===== src/rtl/si53xx_pkg.sv =====
// rtl/si53xx_pkg.sv - shared entry layout, defaults and FSM encoding for the si53xx config sequencer
// Build option: SI53XX_VERIFY_EN adds the readback states.
package si53xx_pkg;

  localparam int PAGE_MSB = 23;
  localparam int PAGE_LSB = 16;
  localparam int REG_MSB  = 15;
  localparam int REG_LSB  = 8;
  localparam int DATA_MSB = 7;
  localparam int DATA_LSB = 0;

  localparam logic [7:0] PAGE_REG_DEF   = 8'h01;
  localparam logic [7:0] DELAY_PAGE_DEF = 8'hFF;

  typedef enum logic [3:0] {
    S_IDLE,
    S_FETCH,
    S_DECODE,
    S_PAGE_WR,
    S_PAGE_WAIT,
    S_DATA_WR,
    S_DATA_WAIT,
    S_DELAY,
    S_NEXT,
`ifdef SI53XX_VERIFY_EN
    S_VERIFY_RD,
    S_VERIFY_WAIT,
`endif
    S_DONE
  } seq_state_t;

  function automatic logic [7:0] entry_page(input logic [23:0] e);
    return e[PAGE_MSB:PAGE_LSB];
  endfunction

  function automatic logic [7:0] entry_reg(input logic [23:0] e);
    return e[REG_MSB:REG_LSB];
  endfunction

  function automatic logic [7:0] entry_data(input logic [23:0] e);
    return e[DATA_MSB:DATA_LSB];
  endfunction

endpackage


===== src/rtl/si53xx_config_sequencer_if.sv =====
// rtl/si53xx_config_sequencer_if.sv - ROM, SPI-command and status signals between the sequencer and its neighbours
interface si53xx_config_sequencer_if #(
  parameter int ROM_AW = 9
);
  logic              start;
  logic [ROM_AW-1:0] rom_addr;
  logic [23:0]       rom_data;
  logic              spi_ready;
  logic              write;
  logic              read;
  logic [7:0]        rw_addr;
  logic [7:0]        write_data;
  logic [7:0]        read_data;
  logic              busy;
  logic              done;
  logic              error;

  modport master (
    input  start, rom_data, spi_ready, read_data,
    output rom_addr, write, read, rw_addr, write_data, busy, done, error
  );

  modport slave (
    output start, rom_data, spi_ready, read_data,
    input  rom_addr, write, read, rw_addr, write_data, busy, done, error
  );
endinterface


===== src/rtl/si53xx_delay_counter.sv =====
// rtl/si53xx_delay_counter.sv - loadable down-counter with a one-cycle expired pulse
// Expires load_val+1 cycles after the load cycle; also used for SPI CS-guard timing.
module si53xx_delay_counter #(
  parameter int W = 25
) (
  input  logic         clk,
  input  logic         reset,
  input  logic         i_load,
  input  logic [W-1:0] i_load_val,
  output logic         o_expired
);

  logic [W-1:0] r_cnt;
  logic         r_active;
  logic         r_expired;

  always_ff @(posedge clk or posedge reset) begin
    if (reset) begin
      r_cnt     <= '0;
      r_active  <= 1'b0;
      r_expired <= 1'b0;
    end else begin
      r_expired <= 1'b0;
      if (i_load) begin
        r_cnt    <= i_load_val;
        r_active <= 1'b1;
      end else if (r_active) begin
        if (r_cnt == '0) begin
          r_active  <= 1'b0;
          r_expired <= 1'b1;
        end else begin
          r_cnt <= r_cnt - 1'b1;
        end
      end
    end
  end

  assign o_expired = r_expired;

endmodule


===== src/rtl/si53xx_config_sequencer.sv =====
// rtl/si53xx_config_sequencer.sv - walks a {page,reg,data} ROM and issues SPI writes, page switches and delays
// Build option: SI53XX_VERIFY_EN reads back each data write and flags mismatches.
module si53xx_config_sequencer
  import si53xx_pkg::*;
#(
  parameter int         ROM_AW       = 9,
  parameter int         NUM_ENTRIES  = 400,
  parameter int         DELAY_CYCLES = 30000000,
  parameter logic [7:0] PAGE_REG     = PAGE_REG_DEF,
  parameter logic [7:0] DELAY_PAGE   = DELAY_PAGE_DEF
) (
  input  logic clk,
  input  logic reset,
  si53xx_config_sequencer_if.master bus
);

  localparam int                DLY_W    = (DELAY_CYCLES > 1) ? $clog2(DELAY_CYCLES) : 1;
  localparam logic [DLY_W-1:0]  DLY_LOAD = DLY_W'(DELAY_CYCLES - 1);
  localparam logic [ROM_AW-1:0] LAST_IDX = ROM_AW'(NUM_ENTRIES - 1);

  seq_state_t        r_state;
  logic [ROM_AW-1:0] r_index;
  logic [ROM_AW-1:0] r_rom_addr;
  logic [23:0]       r_entry;
  logic [7:0]        r_page;
  logic              r_page_valid;
  logic              r_seen_low;
  logic              r_write;
  logic [7:0]        r_rw_addr;
  logic [7:0]        r_wdata;
  logic              r_busy;
  logic              r_done;
  logic              r_error;
  logic              r_dly_load;
  logic              w_dly_expired;
  logic [7:0]        w_page;
`ifdef SI53XX_VERIFY_EN
  logic              r_read;
`endif

  assign w_page = entry_page(bus.rom_data);

  si53xx_delay_counter #(.W(DLY_W)) u_delay (
    .clk        (clk),
    .reset      (reset),
    .i_load     (r_dly_load),
    .i_load_val (DLY_LOAD),
    .o_expired  (w_dly_expired)
  );

  always_ff @(posedge clk or posedge reset) begin
    if (reset) begin
      r_state      <= S_IDLE;
      r_index      <= '0;
      r_rom_addr   <= '0;
      r_entry      <= '0;
      r_page       <= '0;
      r_page_valid <= 1'b0;
      r_seen_low   <= 1'b0;
      r_write      <= 1'b0;
      r_rw_addr    <= '0;
      r_wdata      <= '0;
      r_busy       <= 1'b0;
      r_done       <= 1'b0;
      r_error      <= 1'b0;
      r_dly_load   <= 1'b0;
`ifdef SI53XX_VERIFY_EN
      r_read       <= 1'b0;
`endif
    end else begin
      r_write    <= 1'b0;
      r_dly_load <= 1'b0;
`ifdef SI53XX_VERIFY_EN
      r_read     <= 1'b0;
`endif
      if (bus.start && r_busy)
        r_error <= 1'b1;

      case (r_state)
        S_IDLE: if (bus.start) begin
          r_state      <= S_FETCH;
          r_index      <= '0;
          r_rom_addr   <= '0;
          r_busy       <= 1'b1;
          r_done       <= 1'b0;
          r_error      <= 1'b0;
          r_page_valid <= 1'b0;
        end
        // ROM address is already set on entry to FETCH, so data is ready in DECODE.
        S_FETCH: begin
          r_rom_addr <= r_index;
          r_state    <= S_DECODE;
        end
        S_DECODE: begin
          r_entry <= bus.rom_data;
          if (w_page == DELAY_PAGE) begin
            r_dly_load <= 1'b1;
            r_state    <= S_DELAY;
          end else if (!r_page_valid || (w_page != r_page)) begin
            r_state <= S_PAGE_WR;
          end else begin
            r_state <= S_DATA_WR;
          end
        end
        S_PAGE_WR: if (bus.spi_ready) begin
          r_write      <= 1'b1;
          r_rw_addr    <= PAGE_REG;
          r_wdata      <= entry_page(r_entry);
          r_page       <= entry_page(r_entry);
          r_page_valid <= 1'b1;
          r_seen_low   <= 1'b0;
          r_state      <= S_PAGE_WAIT;
        end
        S_PAGE_WAIT: begin
          if (!bus.spi_ready)
            r_seen_low <= 1'b1;
          else if (r_seen_low)
            r_state <= S_DATA_WR;
        end
        S_DATA_WR: if (bus.spi_ready) begin
          r_write    <= 1'b1;
          r_rw_addr  <= entry_reg(r_entry);
          r_wdata    <= entry_data(r_entry);
          r_seen_low <= 1'b0;
          r_state    <= S_DATA_WAIT;
        end
        S_DATA_WAIT: begin
          if (!bus.spi_ready)
            r_seen_low <= 1'b1;
          else if (r_seen_low)
`ifdef SI53XX_VERIFY_EN
            r_state <= S_VERIFY_RD;
`else
            r_state <= S_NEXT;
`endif
        end
`ifdef SI53XX_VERIFY_EN
        S_VERIFY_RD: if (bus.spi_ready) begin
          r_read     <= 1'b1;
          r_rw_addr  <= entry_reg(r_entry);
          r_seen_low <= 1'b0;
          r_state    <= S_VERIFY_WAIT;
        end
        S_VERIFY_WAIT: begin
          if (!bus.spi_ready) begin
            r_seen_low <= 1'b1;
          end else if (r_seen_low) begin
            if (bus.read_data != entry_data(r_entry))
              r_error <= 1'b1;
            r_state <= S_NEXT;
          end
        end
`endif
        S_DELAY: if (w_dly_expired) r_state <= S_NEXT;
        S_NEXT: begin
          if (r_index == LAST_IDX) begin
            r_busy  <= 1'b0;
            r_done  <= 1'b1;
            r_state <= S_DONE;
          end else begin
            r_index    <= r_index + 1'b1;
            r_rom_addr <= r_index + 1'b1;
            r_state    <= S_FETCH;
          end
        end
        S_DONE:  r_state <= S_IDLE;
        default: r_state <= S_IDLE;
      endcase
    end
  end

  assign bus.rom_addr   = r_rom_addr;
  assign bus.write      = r_write;
  assign bus.rw_addr    = r_rw_addr;
  assign bus.write_data = r_wdata;
  assign bus.busy       = r_busy;
  assign bus.done       = r_done;
  assign bus.error      = r_error;
`ifdef SI53XX_VERIFY_EN
  assign bus.read       = r_read;
`else
  assign bus.read       = 1'b0;
`endif

endmodule


===== src/flat_wrapper.sv =====
// flat-port wrapper written by rule: the top's interface ports become plain ports
module si53xx_config_sequencer_flat import si53xx_pkg::*;
#(
  parameter int         ROM_AW       = 9,
  parameter int         NUM_ENTRIES  = 400,
  parameter int         DELAY_CYCLES = 30000000,
  parameter logic [7:0] PAGE_REG     = PAGE_REG_DEF,
  parameter logic [7:0] DELAY_PAGE   = DELAY_PAGE_DEF
)
  (clk, reset, bus_start, bus_rom_data, bus_spi_ready, bus_read_data, bus_rom_addr, bus_write, bus_read, bus_rw_addr, bus_write_data, bus_busy, bus_done, bus_error);
  si53xx_config_sequencer_if #(.ROM_AW(ROM_AW)) bus_i ();
  input  logic clk;
  input  logic reset;
  input wire logic [$bits(bus_i.start)-1:0] bus_start;
  input wire logic [$bits(bus_i.rom_data)-1:0] bus_rom_data;
  input wire logic [$bits(bus_i.spi_ready)-1:0] bus_spi_ready;
  input wire logic [$bits(bus_i.read_data)-1:0] bus_read_data;
  output wire logic [$bits(bus_i.rom_addr)-1:0] bus_rom_addr;
  output wire logic [$bits(bus_i.write)-1:0] bus_write;
  output wire logic [$bits(bus_i.read)-1:0] bus_read;
  output wire logic [$bits(bus_i.rw_addr)-1:0] bus_rw_addr;
  output wire logic [$bits(bus_i.write_data)-1:0] bus_write_data;
  output wire logic [$bits(bus_i.busy)-1:0] bus_busy;
  output wire logic [$bits(bus_i.done)-1:0] bus_done;
  output wire logic [$bits(bus_i.error)-1:0] bus_error;
  assign bus_i.start = bus_start;
  assign bus_i.rom_data = bus_rom_data;
  assign bus_i.spi_ready = bus_spi_ready;
  assign bus_i.read_data = bus_read_data;
  assign bus_rom_addr = bus_i.rom_addr;
  assign bus_write = bus_i.write;
  assign bus_read = bus_i.read;
  assign bus_rw_addr = bus_i.rw_addr;
  assign bus_write_data = bus_i.write_data;
  assign bus_busy = bus_i.busy;
  assign bus_done = bus_i.done;
  assign bus_error = bus_i.error;
  si53xx_config_sequencer #(.ROM_AW(ROM_AW), .NUM_ENTRIES(NUM_ENTRIES), .DELAY_CYCLES(DELAY_CYCLES), .PAGE_REG(PAGE_REG), .DELAY_PAGE(DELAY_PAGE)) u_core (.clk(clk), .reset(reset), .bus(bus_i));
endmodule

===== config.mk =====
export PLATFORM = sky130hd
export DESIGN_NAME = si53xx_config_sequencer_flat
export DESIGN_NICKNAME = d
export VERILOG_FILES = /design/src/rtl/si53xx_pkg.sv /design/src/rtl/si53xx_config_sequencer_if.sv /design/src/rtl/si53xx_delay_counter.sv /design/src/rtl/si53xx_config_sequencer.sv /design/src/flat_wrapper.sv
export SDC_FILE = /design/constraint.sdc
export NUM_CORES = 1
export LEC_CHECK = 0
export BUFFER_PORTS_ARGS = -buffer_cell sky130_fd_sc_hd__buf_4
export CORE_MARGIN = 10
export CORE_UTILIZATION = 45
export CTS_CLUSTER_DIAMETER = 30
export DETAILED_ROUTE_END_ITERATION = 10
export PLACE_DENSITY = 0.64
export SLEW_MARGIN = 20
export SYNTH_ARGS = -nofsm -noshare
export SYNTH_HDL_FRONTEND = slang
export SYNTH_SLANG_ARGS = --single-unit

===== constraint.sdc =====
create_clock -name clk -period 3.4 [get_ports clk]
set_input_delay 0.34 -clock clk [delete_from_list [all_inputs] [get_ports clk]]
set_output_delay 0.34 -clock clk [all_outputs]
set_load 0.02 [all_outputs]

==> flow_metrics.tcl, run 1 <==
set metrics [dict create \
    grt_start_max_net_pins 70 \
    first_iter_violations 298 \
    routedWlPerCell_um 14.99 \
    h-tree-depth 3 \
    synth_fp_nets 558 \
    final_cell_mix "dfrtp_1, nand2_1, buf_4" \
    place_inst 692 \
    grt_remaining_overflow 0 \
    synth_cells 519 \
    yosysWarnings 0 \
    area_delta_synth_final_pct 14.61 \
    die_h_um 125.4 \
    wl_um 10620 \
    synthArstFlopShare 1.000 \
    final_antenna_net_count 0 \
    ios 66 \
    rsz0062_at_grt "false" \
    synth_top_area_frac 0.5203 \
    slew_headroom 0.4176 \
    postSynthAreaPerCell_um2 9.638 \
    grt_pass1_wl_um 18260 \
    synth_seq_cells 104 \
    synth_area_leaders "dfrtp_1, nand2_1, o21ai_0" \
    p_leak_nw 2.785 \
    fin_cells 708 \
    fp.coreArea_mm2 0.01084 \
    cts_tree "done" \
    ctsResizeCount 0 \
    holdCritPathClass "primary input to asynchronous set/reset pin" \
    status "finished clean" \
    port_buffers 56 \
    synth_top_area_cell "dfrtp_1" \
    synth-edff-count 0 \
    ys.flop_type "dfrtp_1" \
    cts_buffers 9 \
    fmax_mhz 403.1 \
    dr.pass1.iters 5 \
    antenna_found_initial 0 \
    period_share 0.7296 \
    viasPerCell 5.395 \
    globalplace.congestion 0.8355 \
    dieArea_mm2 0.01573 \
    clock-sinks 104 \
    ctsHoldBuffers 0 \
    path_clk_slew_ps 100 \
    seqCellArea_mm2 0.002603 \
    fin_crit_ps 2481 \
    whs_ps 150.1 \
    cts_buffer_depth 2 \
    cp-end-kind "flop" \
    ys_seq_area_frac 0.5203 \
    clk_root_buffer_cell "clkbuf_8" \
    antenna_cells 0 \
    clock_latency_ps 360 \
    final_common_cell "dfrtp_1" \
    grt_pass1_vias 3803 \
    skew_ps 8.224 \
    power_density_mw_per_mm2 756.2 \
    drc 0 \
    initial_core_util 0.4614 \
    nets 602 \
    cp.arrival_ps 2720 \
    multi_input_area_mm2 0.002227 \
    drv_cap 0 \
    worstPathRequired_ps 3640 \
    start_kind "flop" \
    hold_violations 0 \
    critical_path_class "flop to flop" \
    cts_setup_buffers 0 \
    syn_area_mm2 0.005002 \
    dp.final_hpwl_um 7248 \
    grtUsageTotal 0.1356 \
    num_rows 38 \
    ir_worst_vdd_mv 0.3423 \
    vias 3820 \
    die_x_um 125.4 \
    tightest_slew_ps 873.7 \
    finalSetupViolations 0 \
    timing.setup.tns_ps 0 \
    ys_types 53 \
    maxSlewViolCount 0 \
    fill_cells 1017 \
    drive_gt1_frac 0.1725 \
    critPathMaxFanout 9 \
]
synth_stat cells (all sizes together), types with 5 or more instances:
library cell and n:
nor4 10, nor3 13, inv 11, nand2 102, a22o 8, xnor2 10
dfrtp 104, o21ai 37, mux2 11, nand4 14, and2 5, nand3 5
mux2i 11, clkbuf 26, or3 9, nand2b 14, or4 6, a21oi 15
nor2 39, o211ai 5, xor2 17
cell families after synthesis:
family | after synthesis | synth area share
compound gates | 83 | 0.1073
xor+xnor | 27 | 0.04727
fa+ha+maj | 3 | 0.007505
buf+inv | 41 | 0.03452
flops | 104 | 0.5203
mux | 22 | 0.04677
other cells | 1 | 0.0007497
simple gates | 238 | 0.2356
power breakdown:
group          total, mW  leakage (nW)  switching, mW  internal [mW]
combinational       1.66          1.33          0.992          0.671
clock              0.784        0.0928          0.420          0.363
sequential          1.89          1.36          0.298           1.59
sequential cells by signal (all words and copies together), names as in the netlist:
signal / count
u_core.bus.write: 1
u_core.u_delay.o_expired: 1
u_core.bus.busy: 1
u_core.bus.rom_addr: 9
u_core.r_state: 4
u_core.bus.error: 1
u_core.r_page_valid: 1
u_core.r_seen_low: 1
u_core.bus.done: 1
u_core.r_dly_load: 1
u_core.bus.write_data: 8
u_core.r_page: 8
u_core.bus.rw_addr: 8
u_core.u_delay.r_active: 1
u_core.r_index: 9
u_core.r_entry: 24
u_core.u_delay.r_cnt: 25
worst max-delay path: stages, from the launching register on:
cell and delay, ps:
dfrtp_1 410, or4_4 600, nor4_4 550, nand4_2 230, o31a_1 270, or3_1 300
metrics by stage:
| stage | instance area, µm² | util | worst slack [ps] | power (mW) |
|---|---|---|---|---|
| after floorplan | 5002 | - | 327.8 | 3.135 |
| after global placement | 5534 | 0.5105 | 994.7 | 3.543 |
| after detailed placement | 5534 | 0.5105 | 964.3 | 3.592 |
| after CTS | 5733 | 0.5289 | 920.9 | 4.383 |
| after global routing | 5733 | 0.5289 | 762.1 | 4.677 |
| final | 5733 | 0.5289 | 919.5 | 4.335 |
layer usage:
layer	routed length [µm]	global-route usage
met1	4898	0.1698
met3	452	0.04140
met5	0	0
met4	78	0.02846
met2	5186	0.2253
area by class of cell:
cell class | instances | share of cell area
clock buffers | 12 | 0.02532
repair buffers | 63 | 0.08468
flip-flops and latches | 104 | 0.4540
well taps | 140 | 0.03055
clock inverters | 4 | 0.009385
multi-input cells | 374 | 0.3885
inverters | 11 | 0.007639
worst paths after layout:
| path | start | endpoint | slack [ps] | cells after the start |
|---|---|---|---|---|
| setup / recovery | u_core.u_delay.r_cnt[7] | u_core.u_delay.r_cnt[19] | 920 | 5 |
| hold / removal | reset | u_core.bus.rom_addr[4] | 150 | 2 |
| setup reg to reg | u_core.u_delay.r_cnt[7] | u_core.u_delay.r_cnt[19] | 920 | 5 |
| hold reg to reg | u_core.r_entry[0] | u_core.r_entry[0] | 480 | 2 |
| max in group asynchronous | reset | u_core.u_delay.r_cnt[4] | 2580 | 3 |
| min in group clk | bus_rom_data[6] | u_core.r_entry[6] | 160 | 3 |
No activity file was read; power rests on OpenSTA's default activity.
==> inputs of run 2 (changes only) <==
Clock period 3.4 ns to 2.39 ns, I/O delays scaled along.
==> flow_metrics.tcl, run 2 (same netlist as run 1, synthesis figures left out) <==
set metrics [dict create \
    initial_core_util 0.4614 \
    routedWlPerCell_um 14.72 \
    hp-start "bus_rom_data[11]" \
    power_density_mw_per_mm2 1089 \
    fin_crit_ps 2329 \
    die_h_um 125.4 \
    startpoint "u_core.u_delay.r_cnt[7]" \
    ir_worst_vdd_mv 0.4668 \
    grt_start_max_net_pins 34 \
    worstPathRequired_ps 2650 \
    dr.pass1.iters 4 \
    fill_cells 1026 \
    clock_latency_ps 380 \
    maxSlewViolCount 0 \
    hold_violations 0 \
    cp.arrival_ps 2590 \
    first_iter_violations 249 \
    cp-end-kind "flop" \
    critical_path_class "flop to flop" \
    slowest_delay_ps 630 \
    antenna_cells 0 \
    start_kind "flop" \
    globalplace.congestion 0.8312 \
    final_common_cell "dfrtp_1" \
    largest_reg_flops 25 \
    cts_buffer_depth 2 \
    dieArea_mm2 0.01573 \
    grtUsageTotal 0.1389 \
    path_clk_slew_ps 100 \
    top_register "u_core.u_delay.r_cnt" \
    drv_cap 0 \
    fp.coreArea_mm2 0.01084 \
    seqCellArea_mm2 0.002603 \
    cp_common_cell "or4_4" \
    cts_tree "done" \
    die_x_um 125.4 \
    final_antenna_net_count 0 \
    clk_root_buffer_cell "clkbuf_8" \
    port_buffers 56 \
    critPathBufInv 0 \
    dp.final_hpwl_um 7619 \
    holdCritPathClass "primary input to flop" \
    crit_chain "or4_4, or4_4, o21ai_4, nor4_1, or3_1" \
    h-tree-depth 3 \
    whs_ps 47.65 \
    drive_gt1_frac 0.1955 \
    grt_remaining_overflow 0 \
    slowest_stage "or4_4" \
    crit_family "simple AND/OR/NAND/NOR gates" \
    viasPerCell 5.325 \
    num_rows 38 \
    reg.largest.list "u_core.u_delay.r_cnt: 25 flops, u_core.r_entry: 24 flops" \
    wl_um 10640 \
    cts_buffers 9 \
    r2r-start "u_core.u_delay.r_cnt[7]" \
    period_share 0.9744 \
    cts_setup_buffers 0 \
    skew_ps 11.41 \
    grt_pass1_wl_um 18540 \
    fmax_mhz 429.4 \
    tightest_slew_ps 837.2 \
    nets 618 \
    antenna_found_initial 0 \
    drc 0 \
    rsz0062_at_grt "false" \
    multi_input_area_mm2 0.002227 \
    area_delta_synth_final_pct 17.78 \
    slew_headroom 0.4419 \
    ios 66 \
    finalSetupViolations 0 \
    critPathMaxFanout 10 \
    p_leak_nw 2.877 \
    final_cell_mix "dfrtp_1, nand2_1, buf_4" \
    clock-sinks 104 \
    status "finished clean" \
    design_power_total_mw 6.415 \
    pre_cts_ws_ps 61.00 \
    vias 3850 \
    grt_pass1_vias 3815 \
    timing.setup.tns_ps 0 \
    fin_ws_ps 61.10 \
]
-- run 2: cell types whose count changed in the layout (fill, tap and decap cells not counted) --
cell	previous run	this run
bufinv_16	1	2
clkinvlp_4	2	3
buf_12	1	3
clkbuf_8	10	9
clkinv_2	0	2
buf_4	62	75
dlygate4sd3_1	0	1
clkbuf_1	2	0
inv_4	1	0
clkinv_4	1	0
-- run 2: cell type report --
class,instances,area share
tap,140,0.02973
clock buffer,9,0.02102
sequential,104,0.4417
clock inverter,6,0.01444
multi-input combinational,374,0.3780
inverter,11,0.007645
timing repair buffer,79,0.1075
-- run 2: worst register-to-register path, delay by kind of cell (launching register included) --
kind               cells  cell delay [ps]
AOI/OAI and AO/OA      1              220
and+or+nand+nor        4             1570
DFF                    1              420
-- run 2: repair_timing --
item	CTS	global route
hold buffers	1	0
hold endpoints to repair	22	0
gates resized for setup	0	0
-- run 2: final timing paths --
check / to / slack, ps / cells past startpoint
min reg2reg: u_core.r_entry[6] / 480 / 2
max in group asynchronous: u_core.u_delay.r_cnt[17] / 1350 / 4
max reg2reg: u_core.u_delay.r_cnt[4] / 60 / 5
min: u_core.r_entry[11] / 50 / 3
max: u_core.u_delay.r_cnt[4] / 60 / 5
min in group asynchronous: u_core.bus.write_data[5] / 490 / 3
-- run 2: where the power goes --
part	total (mW)	internal, mW	switching [mW]
clock	1.17	0.580	0.589
sequential	2.60	2.26	0.334
combinational	2.65	1.12	1.53
-- run 2: routing by layer --
layer	global-route usage	vias to the layer above	part of all wire
li1	-	1910	-
met1	0.1732	1879	0.45
met2	0.2277	54	0.49
met3	0.04436	7	0.042
met4	0.03523	0	0.0086
met5	0	-	0
-- run 2: through the flow --
stage               instances    util  instance area [µm²]
CTS                       723  0.5435                 5892
detailed placement        707  0.5233                 5673
global route              723  0.5435                 5892
floorplan                 519       -                 5006
global placement          707  0.5233                 5673
finish                    723  0.5435                 5892
